===== src/rtl/if_fetch_unit.sv =====
// if_fetch_unit
//   Instruction fetch stage. Holds the program counter, issues one
//   instruction-memory read per cycle when the fetch queue has room, and
//   captures each response into a small FIFO that feeds decode.
//
// Parameters
//   XLEN     PC / instruction width in bits (>= 16)
//   QDEPTH   fetch-queue entries (power of 2, >= 2)
//   RESET_PC byte address fetched first after reset
//
// Ports
//   clk         clock, all state updates on posedge
//   reset       synchronous active-high reset
//   pcsrc       redirect request (taken branch / jump)
//   if_a        redirect target byte address
//   imem_req    instruction-memory read strobe
//   imem_addr   read byte address (current PC)
//   imem_rdata  read data, valid one cycle after imem_req
//   id_valid    queue head valid toward decode
//   id_ready    decode accepts head
//   id_npc      fetch address of head + 4 (0 when id_valid = 0)
//   instrout    head instruction word (0 when id_valid = 0)
//   fq_count    queue occupancy
module if_fetch_unit #(
  parameter int unsigned       XLEN     = 32,
  parameter int unsigned       QDEPTH   = 4,
  parameter logic [XLEN-1:0]   RESET_PC = '0
) (
  input  logic                         clk,
  input  logic                         reset,
  input  logic                         pcsrc,
  input  logic [XLEN-1:0]              if_a,
  output logic                         imem_req,
  output logic [XLEN-1:0]              imem_addr,
  input  logic [XLEN-1:0]              imem_rdata,
  output logic                         id_valid,
  input  logic                         id_ready,
  output logic [XLEN-1:0]              id_npc,
  output logic [XLEN-1:0]              instrout,
  output logic [$clog2(QDEPTH+1)-1:0]  fq_count
);

  localparam int unsigned AW = $clog2(QDEPTH);
  localparam int unsigned CW = $clog2(QDEPTH + 1);
  localparam logic [CW:0] QD = (CW + 1)'(QDEPTH);

  logic [XLEN-1:0] pc;
  logic [XLEN-1:0] issued_pc;
  logic            inflight;
  logic [AW-1:0]   wr_ptr;
  logic [AW-1:0]   rd_ptr;
  logic [CW-1:0]   count;

  logic [XLEN-1:0] q_npc [QDEPTH];
  logic [XLEN-1:0] q_ins [QDEPTH];

  logic            deq;
  logic            enq;
  logic [CW:0]     occ_after;

  // Occupancy counts the in-flight response as already queued, so a
  // request is only issued when its data is guaranteed a slot.
  always_comb begin
    id_valid  = !reset && !pcsrc && (count != '0);
    deq       = id_valid && id_ready;
    enq       = !reset && !pcsrc && inflight;
    occ_after = {1'b0, count} + {{CW{1'b0}}, inflight} - {{CW{1'b0}}, deq};
    imem_req  = !reset && !pcsrc && (occ_after < QD);
    imem_addr = pc;
    fq_count  = count;
    id_npc    = id_valid ? q_npc[rd_ptr] : '0;
    instrout  = id_valid ? q_ins[rd_ptr] : '0;
  end

  always_ff @(posedge clk) begin
    if (reset) begin
      pc        <= RESET_PC;
      issued_pc <= '0;
      inflight  <= 1'b0;
      wr_ptr    <= '0;
      rd_ptr    <= '0;
      count     <= '0;
    end else if (pcsrc) begin
      // Redirect flushes the queue and squashes any outstanding response.
      pc        <= {if_a[XLEN-1:2], 2'b00};
      issued_pc <= '0;
      inflight  <= 1'b0;
      wr_ptr    <= '0;
      rd_ptr    <= '0;
      count     <= '0;
    end else begin
      inflight <= imem_req;
      if (imem_req) begin
        pc        <= pc + XLEN'(4);
        issued_pc <= pc;
      end
      if (enq) begin
        wr_ptr <= wr_ptr + AW'(1);
      end
      if (deq) begin
        rd_ptr <= rd_ptr + AW'(1);
      end
      case ({enq, deq})
        2'b10:   count <= count + CW'(1);
        2'b01:   count <= count - CW'(1);
        default: count <= count;
      endcase
    end
  end

  // Queue storage needs no reset; entries are only read when counted valid.
  always_ff @(posedge clk) begin
    if (enq) begin
      q_npc[wr_ptr] <= issued_pc + XLEN'(4);
      q_ins[wr_ptr] <= imem_rdata;
    end
  end

endmodule


===== config.mk =====
export PLATFORM = sky130hd
export DESIGN_NAME = if_fetch_unit
export DESIGN_NICKNAME = d
export VERILOG_FILES = /design/src/rtl/if_fetch_unit.sv
export SDC_FILE = /design/constraint.sdc
export NUM_CORES = 1
export LEC_CHECK = 0
export ABC_AREA = 1
export BUFFER_PORTS_ARGS = -buffer_cell sky130_fd_sc_hd__buf_2
export CAP_MARGIN = 20
export CORE_MARGIN = 5
export CORE_UTILIZATION = 55
export CTS_BUF_LIST = sky130_fd_sc_hd__clkbuf_4
export CTS_CLUSTER_SIZE = 40
export DETAILED_ROUTE_END_ITERATION = 10
export HOLD_SLACK_MARGIN = 0.05
export PLACE_DENSITY_LB_ADDON = 0.1
export SYNTH_ARGS = -nofsm -noshare
export SYNTH_HDL_FRONTEND = slang
export SYNTH_SLANG_ARGS = --single-unit

===== constraint.sdc =====
create_clock -name clk -period 7.05 [get_ports clk]
set_input_delay 0.705 -clock clk [delete_from_list [all_inputs] [get_ports clk]]
set_output_delay 0.705 -clock clk [all_outputs]
set_load 0.05 [all_outputs]

==> results of run 1 <==
==> layout make-up <==
class,instances,area (um^2)
fill,2052,9030
sequential,318,8850
multi-input combinational,975,4590
clock buffer,120,901
timing repair buffer,173,893
tap,330,413
inverter,82,308
clock inverter,30,186
antenna,1,2.50
==> worst max path at each step <==
stage / cells after the start / from / end / slack (ps)
2_1_floorplan: 5 / reset / q_ins[0][0]$_DFFE_PP_ / 2690
3_3_place_gp: 13 / reset / imem_req / 2710
3_5_place_dp: 13 / reset / imem_req / 2630
4_1_cts: 13 / reset / imem_req / 2630
5_1_grt: 13 / reset / imem_req / 2400
6_report: 13 / reset / imem_req / 2700
==> registers in the layout, indices dropped and copies added, names as in the netlist, named ones only <==
register	flops
issued_pc	30
fq_count	3
wr_ptr	2
rd_ptr	2
q_ins	128
imem_addr	30
inflight	1
q_npc	120
==> cell usage after synthesis (all sizes together) <==
cell	instances
nor2	327
edfxtp	248
nand2	211
o21ai	174
a21oi	126
inv	81
dfxtp	70
nand3	64
clkbuf	40
buf	36
xor2	17
xnor2	12
ha	10
nor3	8
a22oi	6
nand4	4
nor4	4
and2	3
a21boi	2
and3	1
clkinv	1
conb	1
fa	1
o31ai	1
==> worst max-delay path, cell delays in order <==
cell and delay (ps):
buf_2 270, nor2_4 690, o31ai_4 160, nor2_2 230, ha_1 200, inv_1 40, ha_1 280, nand3_1 100
nand2_1 60, nand2_1 70, nand3_2 130, nor2_8 360, buf_2 330
==> report_power, final <==
part / switching [uW] / internal (uW)
Combinational: 142 / 52.6
Clock: 727 / 860
Sequential: 25.3 / 2040
==> per-stage QoR <==
stage                     hold slack [ps]  worst slack [ps]  total power (uW)  instance area [um^2]
final                                 236              2700              3850                 16200
after global routing                  160              2400              4030                 16200
after CTS                             159              2630              3900                 16100
after detailed placement              453              2630              2300                 15100
after global placement                439              2710              2300                 15100
after floorplan                       436              2690              2240                 14100
==> layer usage <==
| layer | vias up | global-route usage, % | share of wire (%) | wire length (um) |
|---|---|---|---|---|
| met3 | 53 | 4.39 | 6.8 | 2150 |
| met2 | 337 | 36.4 | 48 | 15300 |
| met5 | - | 0 | 0.022 | 7 |
| li1 | 5339 | - | - | - |
| met1 | 4832 | 29.1 | 43 | 13600 |
| met4 | 2 | 8.44 | 2.3 | 720 |
==> cells by family (layout without fill, tap and decap cells) <==
kind of cell               count (synthesis)  count (layout)
AOI/OAI and AO/OA                        309             309
xor gates and xnor gates                  29              29
adders and majority gates                 11              11
buffers and inverters                    158             405
DFF                                      318             318
other                                      1               5
and+or+nand+nor                          622             622
==> impl_metrics.ini, run 1 <==
[floorplanning]
die_width_um = 170
effective_utilization_at_floorplan_pct = 55.8
floorplan.die.height_um = 170
die_area_um2 = 28900
core_region_area_um2 = 25200
pin_count = 169
placementRows = 58

[global_routing]
grt_antenna_before_repair = 2
maximum_number_of_pins_on_one_net_before_global_route_repair = 95
grt_pass1_wl_um = 51000
grt_remaining_overflow = 0
grt_pass1_vias = 10300
grtUsageTotal_pct = 22.1

[timing]
timing.final.crit_share_pct = 61.7
setup_viol_count_final = 0
grt_setup_unrepaired = no
timing.final.hold_violations = 0
maxClockFrequency_ghz = 0.230
max_slew_margin_pct = 29.5
final.setup_skew_ps = 50.6
layout_min_cycle_time_ps = 4350
worst-slew-pin-transition_ps = 1060
finalSetupTns_ps = 0
drv_slew = 0

[route]
ant_nets = 0
wire_length_per_cell_after_detailed_routing_um = 15.7
wirelength_um = 31800
drt-vias-per-instance = 5.21
drt_first_pass_iters = 5
dr_total_vias = 10600
initialDrtViolationCount = 701
drt_drc_violations_left = 0

[setup_path]
cp-start-kind = input pin
worstSetupPathType = in2out
timing.critical_path.required_ps = 6340
source_of_the_worst_register_to_register_timing_path = fq_count[1]$_SDFFE_PP0P_
timing.critical_path.arrival_ps = 3650
regToRegEndpoint = imem_addr[21]$_SDFFE_PP0P_
critPathMaxFanout = 39
critical_path.endpoint_type = primary output
r2r_cells = 15
reg2reg_setup_slack_ps = 4110

[finish]
final_cell_mix = nor2_1, edfxtp_1, nand2_1
finish.net_count = 1709
most_frequent_standard_cell_in_the_layout_excluding_fill_and_tap_cells = nor2_1
share_of_layout_cells_above_drive_strength_1_pct = 19.8
post-route-util_pct = 64.1
final_instance_count_excl_fillers = 2029
area_growth_pct = 14.9

[yosys]
multiplexer_share_of_the_synthesized_area_pct = 0
synth_seq_area_share_pct = 62.9
synth_warnings = 0
yosys.cell_types.count = 37
post_synth.cell_area_avg_um2 = 9.71
synthCells = 1448
synthesis.area_um2 = 14100
synth_xor_area_share_pct = 1.81
yosys.area_share.adder_pct = 1.03
ys_seq_elements = 318
synth_largest_area_cell = edfxtp_1
synth_simple_gate_area_share_pct = 18.2
synth_top_family_by_area = simple AND/OR/NAND/NOR gates
synth_compound_gate_area_share_pct = 11.2
synthDominantCellAreaShare_pct = 53.0
ys_top_cells_by_area = edfxtp_1, dfxtp_1, nor2_1, o21ai_0, nand2_1

[clock_tree]
clk_latency_ps = 680
cts.sinks = 318
postCtsSetupBuffers = 0
hold_buffers = 0
clk_transition_reported_paths_ps = 70
numCtsBuffers = 80
ctsLongestPathBuffers = 3
cts_root_buf = clkbuf_4
htree_levels = 3
tritoncts = yes
cts_resized = 0

[power]
power_density_nw_per_um2 = 238
ir_drop_uv = 112
p_leak_uw = 0.00616

[job]
timing.max_cap.violations = 0

[hold_path]
timing.hold.worst.start = imem_rdata[31]
min_delay_path_depth = 1
worst_hold_path.endpoint = q_ins[2][31]$_DFFE_PP_
hold_class = in2reg

[status]
run_status = complete, no violations

[place]
hpwl_um = 19100
weighted_congestion_at_the_end_of_routability_driven_global_placement = 0.936
io_port_bufs = 162
placed_cells_incl_taps = 1878
Power figures use the tool's default switching activity.
==> run 2: changes to the inputs <==
Clock period 7.05 ns to 3.55 ns, I/O delays scaled along.
==> run 2 against run 1 <==
Utilization is 2.7 points higher. Cell count grew 3.0%. Clock power increased by 85%. Routed wire length is 4.0% higher. Clock skew fell by 11 ps. Critical path type is now reg2out.
==> impl_metrics.ini, run 2 (synthesized netlist as in run 1, its figures left out) <==
[status]
run_status = complete, no violations

[clock_tree]
numCtsBuffers = 82
tritoncts = yes
clk_transition_reported_paths_ps = 70
cts.sinks = 318
htree_levels = 3
clk_latency_ps = 680
ctsLongestPathBuffers = 3
cts_root_buf = clkbuf_4
cts_resized = 0

[timing]
timing.final.crit_share_pct = 92.7
grt_setup_unrepaired = no
worst-slew-pin-transition_ps = 1050
setup_viol_count_final = 0
timing.final.hold_violations = 0
layout_min_cycle_time_ps = 3290
max_slew_margin_pct = 29.9
drv_slew = 0
maxClockFrequency_ghz = 0.304
final.setup_skew_ps = 40.0

[route]
ant_nets = 0
drt_first_pass_iters = 6
drt-vias-per-instance = 5.24
wirelength_um = 33100
dr_total_vias = 11000
initialDrtViolationCount = 657
wire_length_per_cell_after_detailed_routing_um = 15.8
drt_drc_violations_left = 0

[power]
total_switching_power_uw = 1780
p_leak_uw = 0.00643
clockPowerShare_pct = 39.2
power_switching_share_pct = 23.7
internal_power_uw = 5720
power_density_nw_per_um2 = 445
combinationalPowerShare_pct = 6.1
ir_drop_uv = 234
power_frac_seq_pct = 54.7

[finish]
area_growth_pct = 19.7
largestRegisters = q_ins x128, q_npc x120
final_instance_count_excl_fillers = 2089
most_frequent_standard_cell_in_the_layout_excluding_fill_and_tap_cells = nor2_1
final.fill_count = 2018
finish.net_count = 1782
finished_cell_area_um2 = 16800
share_of_layout_cells_above_drive_strength_1_pct = 19.2
final_cell_mix = nor2_1, edfxtp_1, nand2_1
top_register = q_ins
largest_register_ffs = 128

[floorplanning]
die_width_um = 170
pin_count = 169
floorplan.die.height_um = 170
die_area_um2 = 28900
placementRows = 58
effective_utilization_at_floorplan_pct = 55.8
core_region_area_um2 = 25200

[place]
placed_cells_incl_taps = 1883
io_port_bufs = 162
dp_area_um2 = 15200
weighted_congestion_at_the_end_of_routability_driven_global_placement = 0.935
hpwl_um = 19400

[setup_path]
critical_path.endpoint_type = primary output
worstSetupPathType = reg2out
source_of_the_worst_register_to_register_timing_path = fq_count[0]$_SDFFE_PP0P_
critPathMaxFanout = 10
timing.critical_path.required_ps = 3190
timing.critical_path.arrival_ps = 2940
reg2reg_setup_slack_ps = 640
cp-start-kind = register
worstSetupStartpoint = fq_count[0]$_SDFFE_PP0P_

[hold_path]
timing.hold.worst.start = pcsrc
hold_class = in2reg

[global_routing]
grt_pass1_vias = 10800
maximum_number_of_pins_on_one_net_before_global_route_repair = 87
grt_pass1_wl_um = 52200
grt_antenna_before_repair = 1
grt_remaining_overflow = 0
grtUsageTotal_pct = 22.6

[job]
timing.max_cap.violations = 0
-- run 2: cell types whose count changed in the layout (fill, tap and decap cells not counted), sizes merged --
| cell | before | now |
|---|---|---|
| bufinv | 2 | 1 |
| inv | 82 | 83 |
| nor2 | 327 | 328 |
| dlygate4sd3 | 0 | 63 |
| clkbuf | 120 | 109 |
| buf | 173 | 180 |
-- run 2: metal layers --
metal | global-route usage, % | wire length (um) | up-vias
li1 | - | - | 5476
met1 | 28.8 | 13700 | 5066
met2 | 38.1 | 16500 | 357
met3 | 4.07 | 1960 | 56
met4 | 9.73 | 878 | 0
met5 | 0 | 0 | -
-- run 2: worst max-delay path, cell delays in order (launching register included) --
cell	delay, ps
dfxtp_1	450
o31ai_4	110
nor2_2	190
ha_1	180
inv_1	40
ha_1	290
nand3_1	110
nand2_1	50
nand2_1	70
nand3_2	190
nor2_8	260
buf_2	310
-- run 2: power groups by stage --
stage          logic [uW]  registers, uW  clock network, uW
2_1_floorplan         208           4240                  0
3_3_place_gp          386           4180                  0
3_5_place_dp          395           4180                  0
4_1_cts               450           4100               3030
5_1_grt               501           4100               3230
6_report              455           4100               2940
-- run 2: area by class of cell --
type | instances | area, um^2 | share of cell area [%]
clock inverter | 30 | 173 | 1.03
clock buffer | 109 | 818 | 4.86
multi-input combinational | 976 | 4600 | 27.3
inverter | 82 | 308 | 1.83
sequential | 318 | 8850 | 52.6
timing repair buffer | 243 | 1660 | 9.88
tap | 330 | 413 | 2.45
antenna | 1 | 2.50 | 0.0149
-- run 2: worst paths after layout --
check | cells after the start | endpoint
min reg2reg | 2 | register
max | 11 | imem_req
min | 6 | register
max reg2reg | 15 | imem_addr[14]$_SDFFE_PP0P_
-- run 2: through the flow --
step / power [uW] / setup WS, ps / TNS (ps) / util (%) / hold slack (ps)
6_report: 7500 / 260 / 0 / 66.9 / 140
5_1_grt: 7840 / 25.6 / 0 / 66.9 / 130
4_1_cts: 7570 / 104 / 0 / 66.7 / 85.3
3_5_place_dp: 4570 / 656 / 0 / 60.3 / 452
3_3_place_gp: 4560 / 707 / 0 / 60.3 / 442
2_1_floorplan: 4450 / -463 / -114810 / - / 436
-- run 2: timing repair --
action	in CTS	in global routing
hold endpoints to repair	160	0
endpoints found under the setup margin	0	1
hold buffers	63	0
setup buffers	0	2
